==> src/rtl/sdram_port_arbiter.sv <==
// sdram_port_arbiter
// Round-robin arbiter placing NUM_PORTS requesters onto one sdram_controller
// user port. One port holds the grant for up to BURST_MAX accepted accesses.
// The grant is also released when the granted port drops Req. A CAS_LATENCY
// deep pipe records which port issued each read. That pipe routes the returned
// word back to its port. The same pipe holds off writes until DQ is free.
// Optional feature macro: SDRAM_ARB_FOCUS_EN (drives Ctl_Focus inside bursts).
module sdram_port_arbiter #(
    parameter int NUM_PORTS   = 4,
    parameter int ADDR_W      = 25,
    parameter int DATA_W      = 16,
    parameter int CAS_LATENCY = 2,
    parameter int BURST_MAX   = 4
) (
    input  logic                        Clk,
    input  logic                        Reset_N,
    input  logic [NUM_PORTS-1:0]        Req,
    input  logic [NUM_PORTS-1:0]        Req_WE,
    input  logic [NUM_PORTS*ADDR_W-1:0] Req_Addr,
    input  logic [NUM_PORTS*DATA_W-1:0] Req_Din,
    output logic [NUM_PORTS-1:0]        Ack,
    output logic [NUM_PORTS-1:0]        Rd_Valid,
    output logic [DATA_W-1:0]           Rd_Data,
    output logic                        Ctl_WE,
    output logic                        Ctl_Focus,
    output logic [ADDR_W-1:0]           Ctl_Addr,
    output logic [DATA_W-1:0]           Ctl_Din,
    input  logic [DATA_W-1:0]           Ctl_Dout,
    input  logic                        Ctl_R
);

    localparam int ID_W = (NUM_PORTS > 1) ? $clog2(NUM_PORTS) : 1;
    localparam int BC_W = $clog2(BURST_MAX + 1);

    typedef enum logic {IDLE, BUSY} state_t;

    state_t                               state, state_nxt;
    logic [ID_W-1:0]                      gnt, rr_ptr, pick, gnt_inc;
    logic                                 found;
    int                                   sel_idx;
    logic [ADDR_W-1:0]                    last_addr;
    logic [BC_W-1:0]                      burst_cnt;
    logic                                 accept, rel_grant, rd_busy;

    // Read pipe: stage i holds a read accepted i cycles ago.
    logic [CAS_LATENCY:1]                 vld_pipe;
    logic [CAS_LATENCY:1][ID_W-1:0]       id_pipe;

    // Per-port views of the packed request buses.
    logic [NUM_PORTS-1:0][ADDR_W-1:0]     req_addr_a;
    logic [NUM_PORTS-1:0][DATA_W-1:0]     req_din_a;

    assign req_addr_a = Req_Addr;
    assign req_din_a  = Req_Din;
    assign rd_busy    = |vld_pipe;
    assign gnt_inc    = (gnt == ID_W'(NUM_PORTS - 1)) ? '0 : gnt + 1'b1;

    // Round-robin search: first requester at or after rr_ptr, wrapping.
    // Walk downward so the closest candidate is the last one written.
    always_comb begin
        found   = 1'b0;
        pick    = rr_ptr;
        sel_idx = 0;
        for (int i = NUM_PORTS - 1; i >= 0; i--) begin
            sel_idx = int'(rr_ptr) + i;
            if (sel_idx >= NUM_PORTS) sel_idx = sel_idx - NUM_PORTS;
            if (Req[sel_idx[ID_W-1:0]]) begin
                found = 1'b1;
                pick  = sel_idx[ID_W-1:0];
            end
        end
    end

    // Next state and controller-side outputs. Idle cycles replay last_addr
    // so the controller never sees a spurious row change.
    always_comb begin
        state_nxt = state;
        Ack       = '0;
        Ctl_WE    = 1'b0;
        Ctl_Addr  = last_addr;
        Ctl_Din   = '0;
        accept    = 1'b0;
        rel_grant = 1'b0;
        case (state)
            IDLE: begin
                if (found) state_nxt = BUSY;
            end
            BUSY: begin
                Ctl_Addr  = req_addr_a[gnt];
                Ctl_Din   = req_din_a[gnt];
                // A write must wait for DQ to turn around after reads.
                accept    = Req[gnt] & Ctl_R & ~(Req_WE[gnt] & rd_busy);
                Ack[gnt]  = accept;
                Ctl_WE    = Req[gnt] & Req_WE[gnt] & ~rd_busy;
                rel_grant = ~Req[gnt] |
                            (accept & (burst_cnt == BC_W'(BURST_MAX - 1)));
                if (rel_grant) state_nxt = IDLE;
            end
            default: state_nxt = IDLE;
        endcase
    end

`ifdef SDRAM_ARB_FOCUS_EN
    // Hold the row open (defer refresh) while more accepts of this burst follow.
    assign Ctl_Focus = (state == BUSY) & Req[gnt] &
                       (burst_cnt < BC_W'(BURST_MAX - 1));
`else
    assign Ctl_Focus = 1'b0;
`endif

    // Grant bookkeeping: state, granted port, round-robin pointer, burst count.
    always_ff @(posedge Clk or negedge Reset_N) begin
        if (!Reset_N) begin
            state     <= IDLE;
            gnt       <= '0;
            rr_ptr    <= '0;
            last_addr <= '0;
            burst_cnt <= '0;
        end else begin
            state <= state_nxt;
            if (state == IDLE) begin
                if (found) begin
                    gnt       <= pick;
                    burst_cnt <= '0;
                end
            end else begin
                if (accept) begin
                    last_addr <= Ctl_Addr;
                    burst_cnt <= burst_cnt + 1'b1;
                end
                if (rel_grant) rr_ptr <= gnt_inc;
            end
        end
    end

    // Read pipe shift: a read accept enters stage 1; stages age by one per cycle.
    always_ff @(posedge Clk or negedge Reset_N) begin
        if (!Reset_N) begin
            vld_pipe <= '0;
            id_pipe  <= '0;
        end else begin
            vld_pipe[1] <= accept & ~Req_WE[gnt];
            id_pipe[1]  <= gnt;
            for (int i = 2; i <= CAS_LATENCY; i++) begin
                vld_pipe[i] <= vld_pipe[i-1];
                id_pipe[i]  <= id_pipe[i-1];
            end
        end
    end

    // Capture the returning word as its read reaches the last stage.
    // Raise that port's Rd_Valid together with the captured word.
    always_ff @(posedge Clk or negedge Reset_N) begin
        if (!Reset_N) begin
            Rd_Data  <= '0;
            Rd_Valid <= '0;
        end else begin
            Rd_Valid <= '0;
            if (vld_pipe[CAS_LATENCY]) begin
                Rd_Data                       <= Ctl_Dout;
                Rd_Valid[id_pipe[CAS_LATENCY]] <= 1'b1;
            end
        end
    end

endmodule

==> config.mk <==
export PLATFORM = sky130hd
export DESIGN_NAME = sdram_port_arbiter
export DESIGN_NICKNAME = d
export VERILOG_FILES = /design/src/rtl/sdram_port_arbiter.sv
export SDC_FILE = /design/constraint.sdc
export NUM_CORES = 1
export LEC_CHECK = 0
export CAP_MARGIN = 30
export CORE_ASPECT_RATIO = 0.5
export CORE_UTILIZATION = 36
export CTS_CLUSTER_SIZE = 40
export DETAILED_ROUTE_END_ITERATION = 6
export GPL_ROUTABILITY_DRIVEN = 0
export HOLD_SLACK_MARGIN = 0.05
export PLACE_DENSITY = 0.92
export SLEW_MARGIN = 20
export SYNTH_ARGS = -nofsm -noshare
export SYNTH_HDL_FRONTEND = slang
export SYNTH_SLANG_ARGS = --single-unit
==> constraint.sdc <==
create_clock -name Clk -period 2.4 [get_ports Clk]
set_input_delay 0.36 -clock Clk [delete_from_list [all_inputs] [get_ports Clk]]
set_output_delay 0.36 -clock Clk [all_outputs]
set_load 0.05 [all_outputs]
==> impl_metrics.yaml, run 1 <==
run_status:
  run_status: "finished with violations"
  violations: "setup timing"
setup_path:
  r2r.worst_path.cells: 7
  setup.worst_path.class: "register to primary output"
  worst-endpoint-arrival_ns: 2.06
  worst-endpoint-required_ns: 2.04
  end_kind: "primary output"
  critPathMaxFanout: 6
  cp-start-kind: "register"
sta:
  tns_ns: -0.0329
  setup-violations-final: 3
  timing.final.crit_share: 1.01
  slew_headroom: 0.587
  fmax_mhz: 413
  worst-slew-pin-transition_ns: 0.620
  setup_slack_ns: -0.0188
  finalHoldViolations: 0
  timing_max_transition_violations_final: 0
  grt_setup_unrepaired: "true"
  layout_min_cycle_time_ns: 2.42
  fin_worst_skew_ns: 0.00446
floorplanning:
  die-area_mm2: 0.0111
  top_level_ports: 258
  die_h_um: 74.9
  starting_density: 0.372
  dieWidth_um: 148
  count_of_standard_cell_rows: 26
  floorplan_core_area_mm2: 0.0103
route:
  antenna_left: 0
  detailedRoute.firstPassIterationCount: 4
  vias: 3524
  drt-initial-drc-count: 122
  drt_via_density: 5.10
  route.final.wire_length_um: 13200
  detail_route.wl_per_cell_um: 19.2
  drc_errors: 0
global_routing:
  global_routing_usage_summed_across_all_routing_layers: 0.238
  overflow: 0
  grt_antenna_before_repair: 0
  grt_max_degree: 36
  first_global_vias: 3768
  grt_first_pass_wirelength_um: 19800
clock_tree:
  clk_pin_slew_ns: 0.05
  cts_max_path_buffers: 2
  clock_sinks: 59
  clk-insertion-delay-late_ns: 0.32
  h_tree_lvl_count: 3
  tritoncts: "done"
  cts_root_buffer: "sky130_fd_sc_hd__clkbuf_16"
  numCtsBuffers: 9
yosys:
  postSynthAreaPerCell_um2: 14.1
  seq_area_frac_synth: 0.386
  synth_xor_xnor_area_share: 0
  yosysTopAreaCell: "sky130_fd_sc_hd__dfrtp_1"
  ys_ff_latch: 59
  syn_inst: 272
  synth.area.mux_share: 0.460
  postSynthNetCount: 469
  post_synth_num_cell_types: 31
  largest_family_of_logic_cells_by_synthesized_area: "multiplexers"
  adder_cell_fraction_of_synth_area: 0.0196
  cell_types_occupying_the_most_area_after_synthesis: "sky130_fd_sc_hd__dfrtp_1, sky130_fd_sc_hd__mux4_2, sky130_fd_sc_hd__mux2_2"
  asr_flop_ratio_synth: 1.00
  yosysTopAreaCellShare: 0.386
  synth-edff-count: 0
  synth-simple-area-share: 0.0726
  synthesis.area_mm2: 0.00383
  synth-compound-area-share: 0.0232
  yosys_warnings: 0
  synth_flop_cell: "sky130_fd_sc_hd__dfrtp_1"
cells_and_area:
  fin_util: 0.699
  finish.net_count: 743
  diodes: 0
  areaGrowthSynthToFinish_pct: 87.8
  fillcell_total: 690
  final-instance-count-excl-fill: 691
  drive_above_1_share: 0.387
power:
  finalPower_mw: 10.4
  static_leakage_nw: 2.95
  power.ir.vdd_worst_uv: 631
  p_per_area_mw_per_mm2: 1440
placed_design:
  post-place-ws_ns: 0.00165
  dp.cells: 668
  post-dp-hpwl_um: 10300
  numPortBuffers: 256
run:
  drv.max_cap_violation_count: 0
min_path:
  min-delay-path-class: "primary input to asynchronous set/reset pin"
## timing repair
action / CTS / global route
gates resized for setup: 31 / 19
endpoints found under the setup margin: 28 / 31
pin swaps: 2 / 1
hold buffers: 0 / 0
buffers inserted: 6 / 1
## per-layer routing
layer	vias up	wire length [um]	global-route usage
met5	-	0	0
met4	0	276	0.0756
met3	25	633	0.0473
met2	125	7110	0.448
met1	1784	5220	0.283
li1	1590	-	-
## cells in the mapped netlist, types with 2 or more instances
library cell,count
sky130_fd_sc_hd__nor3b_1,2
sky130_fd_sc_hd__mux2i_1,5
sky130_fd_sc_hd__dfrtp_1,59
sky130_fd_sc_hd__clkbuf_1,7
sky130_fd_sc_hd__nor2_1,7
sky130_fd_sc_hd__inv_1,6
sky130_fd_sc_hd__o32ai_1,2
sky130_fd_sc_hd__buf_1,2
sky130_fd_sc_hd__a21oi_1,2
sky130_fd_sc_hd__nand2_1,12
sky130_fd_sc_hd__buf_4,3
sky130_fd_sc_hd__buf_2,6
sky130_fd_sc_hd__ha_1,6
sky130_fd_sc_hd__nor2b_1,2
sky130_fd_sc_hd__mux2_2,67
sky130_fd_sc_hd__and2_1,21
sky130_fd_sc_hd__o21ai_0,6
sky130_fd_sc_hd__mux4_2,42
sky130_fd_sc_hd__buf_6,3
## critical path, cell delays in order, from the launching register on
cell and delay (ns):
sky130_fd_sc_hd__dfrtp_4 0.55, sky130_fd_sc_hd__buf_4 0.17, sky130_fd_sc_hd__buf_4 0.14, sky130_fd_sc_hd__mux4_2 0.43, sky130_fd_sc_hd__mux2_4 0.29, sky130_fd_sc_hd__buf_6 0.16
## final timing paths
kind | slack (ns) | end | start
max in group asynchronous | 1.72 | gnt[0] | Reset_N
min | 0.06 | Rd_Data[2] | Reset_N
min in group Clk | 0.34 | id_pipe[2] | id_pipe[0]
max | -0.02 | Ctl_Addr[23] | gnt[0]
min reg2reg | 0.34 | id_pipe[2] | id_pipe[0]
max reg2reg | 0.14 | last_addr[18] | gnt[1]
## registers in the layout (all words and copies together) (netlist names)
| signal | flops |
|---|---|
| Rd_Data | 16 |
| burst_cnt | 3 |
| gnt | 2 |
| rr_ptr | 2 |
| id_pipe | 4 |
| Rd_Valid | 4 |
| last_addr | 25 |
| vld_pipe | 2 |
| state | 1 |
## per-stage QoR
step / hold WS [ns] / instance area, um2
detailed placement: 0.335 / 6630
CTS: 0.0754 / 7100
floorplan: 0.0644 / 3840
finish: 0.0556 / 7180
global placement: 0.331 / 6630
global route: 0.0899 / 7180
## cell usage in the layout (no fill, tap or decap), types with 2 or more instances in the layout
cell type                         synthesis  routed
sky130_fd_sc_hd__mux2_2                  67      53
sky130_fd_sc_hd__buf_4                    3      42
sky130_fd_sc_hd__clkdlybuf4s50_1          0     209
sky130_fd_sc_hd__clkbuf_16                0       9
sky130_fd_sc_hd__clkbuf_1                 7       2
sky130_fd_sc_hd__clkinv_2                 0       2
sky130_fd_sc_hd__inv_1                    6       6
sky130_fd_sc_hd__nor2_1                   7       7
sky130_fd_sc_hd__dfrtp_1                 59      56
sky130_fd_sc_hd__mux4_2                  42      42
sky130_fd_sc_hd__nand2_1                 12      11
sky130_fd_sc_hd__o32ai_1                  2       2
sky130_fd_sc_hd__dfrtp_2                  0       2
sky130_fd_sc_hd__mux2i_1                  5       3
sky130_fd_sc_hd__buf_6                    3      20
sky130_fd_sc_hd__buf_12                   0      11
sky130_fd_sc_hd__ha_1                     6       6
sky130_fd_sc_hd__nor3b_1                  2       2
sky130_fd_sc_hd__nor2b_1                  2       2
sky130_fd_sc_hd__mux2_4                   0      14
sky130_fd_sc_hd__and2_4                   0       4
sky130_fd_sc_hd__o21ai_2                  0       2
sky130_fd_sc_hd__a21oi_1                  2       2
sky130_fd_sc_hd__o21ai_0                  6       4
sky130_fd_sc_hd__bufinv_16                0       2
sky130_fd_sc_hd__and2_1                  21      17
## cells by family after synthesis
family | after synthesis
fa+ha+maj | 6
simple gates | 50
buf+inv | 27
flops | 59
mux | 115
compound gates | 14
other cells | 1
## area by class of cell
| class | count | area (um2) | area share |
|---|---|---|---|
| multi-input combinational | 186 | 2320 | 0.323 |
| tap | 140 | 175 | 0.0244 |
| clock buffer | 11 | 233 | 0.0324 |
| clock inverter | 5 | 77.6 | 0.0108 |
| sequential | 59 | 1480 | 0.206 |
| timing repair buffer | 284 | 2870 | 0.400 |
| inverter | 6 | 22.5 | 0.00313 |
## report_power, final
group / total, mW / switching [mW] / internal (mW) / leakage [nW]
sequential: 1.82 / 0.357 / 1.47 / 0.721
clock: 1.33 / 0.427 / 0.904 / 0.150
combinational: 7.21 / 3.97 / 3.24 / 2.08
total: 10.4 / 4.75 / 5.61 / 2.95
No activity file was read; power rests on OpenSTA's default activity.
==> run 2, diff against run 1 <==
--- a/config.mk
+++ b/config.mk
@@ -13,6 +13,7 @@
 export GPL_ROUTABILITY_DRIVEN = 0
 export HOLD_SLACK_MARGIN = 0.05
 export PLACE_DENSITY = 0.92
+export RECOVER_POWER = 25
 export SLEW_MARGIN = 20
 export SYNTH_ARGS = -nofsm -noshare
 export SYNTH_HDL_FRONTEND = slang
==> run 2 against run 1 <==
- the flow still finishes with violations (setup timing)
- first-iteration DRC count rose by 9.8%
- sequential share of layout area hardly changed
- final area is 0.23% lower
- die area did not move
- combinational power barely moved
- clock-buffer cell count unchanged
- power hardly changed
- critical path type unchanged
- largest power group unchanged
==> impl_metrics.yaml, run 2 (same netlist as run 1, synthesis figures left out) <==
cells_and_area:
  areaGrowthSynthToFinish_pct: 87.3
  multiInputGateArea_mm2: 0.00232
  drive_above_1_share: 0.385
  seq_area_mm2: 0.00148
  largest_register_ff_count: 25
  registers.top_by_ff_count: "last_addr"
  layout.cells.most_common_list: "sky130_fd_sc_hd__clkdlybuf4s50_1, sky130_fd_sc_hd__dfrtp_1, sky130_fd_sc_hd__mux2_2, sky130_fd_sc_hd__mux4_2, sky130_fd_sc_hd__buf_4"
  largest_registers: "last_addr (25), Rd_Data (16)"
  layout_commonest_cell: "sky130_fd_sc_hd__clkdlybuf4s50_1"
  fin_util: 0.697
  fillcell_total: 693
  diodes: 0
  finish.net_count: 743
sta:
  tns_ns: -0.0307
  setup_slack_ns: -0.0186
  layout_min_cycle_time_ns: 2.42
  slew_headroom: 0.0624
  finalHoldViolations: 0
  timing_max_transition_violations_final: 0
  worst-slew-pin-transition_ns: 1.41
  whs_ns: 0.343
  fin_worst_skew_ns: 0.00463
  timing.final.crit_share: 1.01
  fmax_mhz: 413
  setup-violations-final: 3
  grt_setup_unrepaired: "true"
route:
  detailroute.wirelength.met3_um: 652
  detailedRoute.firstPassIterationCount: 4
  drt-initial-drc-count: 134
  antenna_left: 0
  top_layer_used: "met4"
  route.final.wire_length_um: 13300
  detail_route.wl_per_cell_um: 19.2
  detailroute.wirelength.met2_um: 7150
  drc_errors: 0
  drt_via_density: 5.11
  m1WireLength_um: 5190
  vias: 3533
setup_path:
  cp-start-kind: "register"
  crit_path_max_incr_delay_ns: 0.55
  critPathTopFamily: "multiplexers"
  cell_chain_critical_path: "buf_4 -> buf_4 -> mux4_2 -> mux2_4 -> buf_6"
  end_kind: "primary output"
  count_of_buffer_and_inverter_cells_on_the_critical_path: 3
  worst-endpoint-arrival_ns: 2.06
  slowest_stage: "sky130_fd_sc_hd__dfrtp_4"
  worst_path_most_repeated_cell: "sky130_fd_sc_hd__buf_4"
  critPathMaxFanout: 6
  worst-endpoint-required_ns: 2.04
  setup.worst_path.class: "register to primary output"
clock_tree:
  clk_pin_slew_ns: 0.05
  cts_max_path_buffers: 2
  clock_sinks: 59
  numCtsBuffers: 9
  cts_root_buffer: "sky130_fd_sc_hd__clkbuf_16"
  holdBufCountCts: 0
  tritoncts: "done"
  clk-insertion-delay-late_ns: 0.32
  h_tree_lvl_count: 3
floorplanning:
  floorplan_core_area_mm2: 0.0103
  die_h_um: 74.9
  count_of_standard_cell_rows: 26
  top_level_ports: 258
  die-area_mm2: 0.0111
  dieWidth_um: 148
  starting_density: 0.372
min_path:
  min-delay-path-class: "register to register"
global_routing:
  grt_max_degree: 36
  grt_antenna_before_repair: 0
  first_global_vias: 3768
  overflow: 0
  grt_first_pass_wirelength_um: 19800
  global_routing_usage_summed_across_all_routing_layers: 0.238
run:
  drv.max_cap_violation_count: 0
placed_design:
  numPortBuffers: 256
  post-dp-hpwl_um: 10300
power:
  p_per_area_mw_per_mm2: 1450
  power.ir.vdd_worst_uv: 631
  static_leakage_nw: 2.94
run_status:
  run_status: "finished with violations"
  violations: "setup timing"
[run 2: cell count changes in the layout (fill, tap and decap cells not counted)]
| cell | before | now |
|---|---|---|
| sky130_fd_sc_hd__clkbuf_1 | 2 | 3 |
| sky130_fd_sc_hd__buf_2 | 1 | 0 |
| sky130_fd_sc_hd__clkbuf_2 | 0 | 1 |
| sky130_fd_sc_hd__buf_12 | 11 | 10 |
[run 2: report_power, final]
group,switching (mW),internal [mW],leakage [nW],total (mW)
Sequential,0.359,1.47,0.721,1.83
Clock,0.428,0.904,0.150,1.33
Combinational,3.97,3.24,2.07,7.21
[run 2: final cells by class]
| class | count | share of cell area |
|---|---|---|
| flip-flops and latches | 59 | 0.207 |
| repair buffers | 284 | 0.398 |
| multi-input cells | 186 | 0.324 |
| well taps | 140 | 0.0244 |
| clock inverters | 5 | 0.0108 |
| clock buffers | 11 | 0.0325 |
| inverters | 6 | 0.00314 |
[run 2: per-stage QoR]
| step | instances | worst slack (ns) | area (um2) | power, mW |
|---|---|---|---|---|
| after detailed placement | 668 | 0.00165 | 6630 | 8.52 |
| after floorplan | 272 | 0.0875 | 3840 | 6.34 |
| after global placement | 668 | 0.0605 | 6630 | 8.38 |
| final | 691 | -0.0186 | 7170 | 10.4 |
| after CTS | 690 | -0.0281 | 7100 | 10.2 |
| after global routing | 691 | -0.0632 | 7170 | 10.8 |
[run 2: what timing repair did]
action,in CTS,in global routing
setup endpoints to repair,28,31
setup buffers,6,1
resized for setup,31,19
pin swaps,2,1
[run 2: final timing paths]
check / start / end / slack, ns / cells after the start
setup / recovery: gnt[0] / Ctl_Addr[23] / -0.02 / 5
max in group asynchronous: Reset_N / gnt[0] / 0.45 / 2
hold / removal: id_pipe[0] / id_pipe[2] / 0.34 / 0
hold reg to reg: id_pipe[0] / id_pipe[2] / 0.34 / 0
setup reg to reg: gnt[1] / last_addr[18] / 0.14 / 7
min in group asynchronous: Reset_N / Rd_Data[2] / 0.36 / 1
[run 2: worst reg2reg max path: cells and delay by family (launching register included)]
family                 cells  cell delay, ns
muxes                      2            0.74
and+or+nand+nor            2            0.40
buffers and inverters      3            0.48
DFF                        1            0.51
[run 2: layer usage]
| layer | up-vias | track usage |
|---|---|---|
| met5 | - | 0 |
| met4 | 0 | 0.0756 |
| met3 | 27 | 0.0473 |
| met2 | 121 | 0.448 |
| met1 | 1794 | 0.283 |
| li1 | 1591 | - |
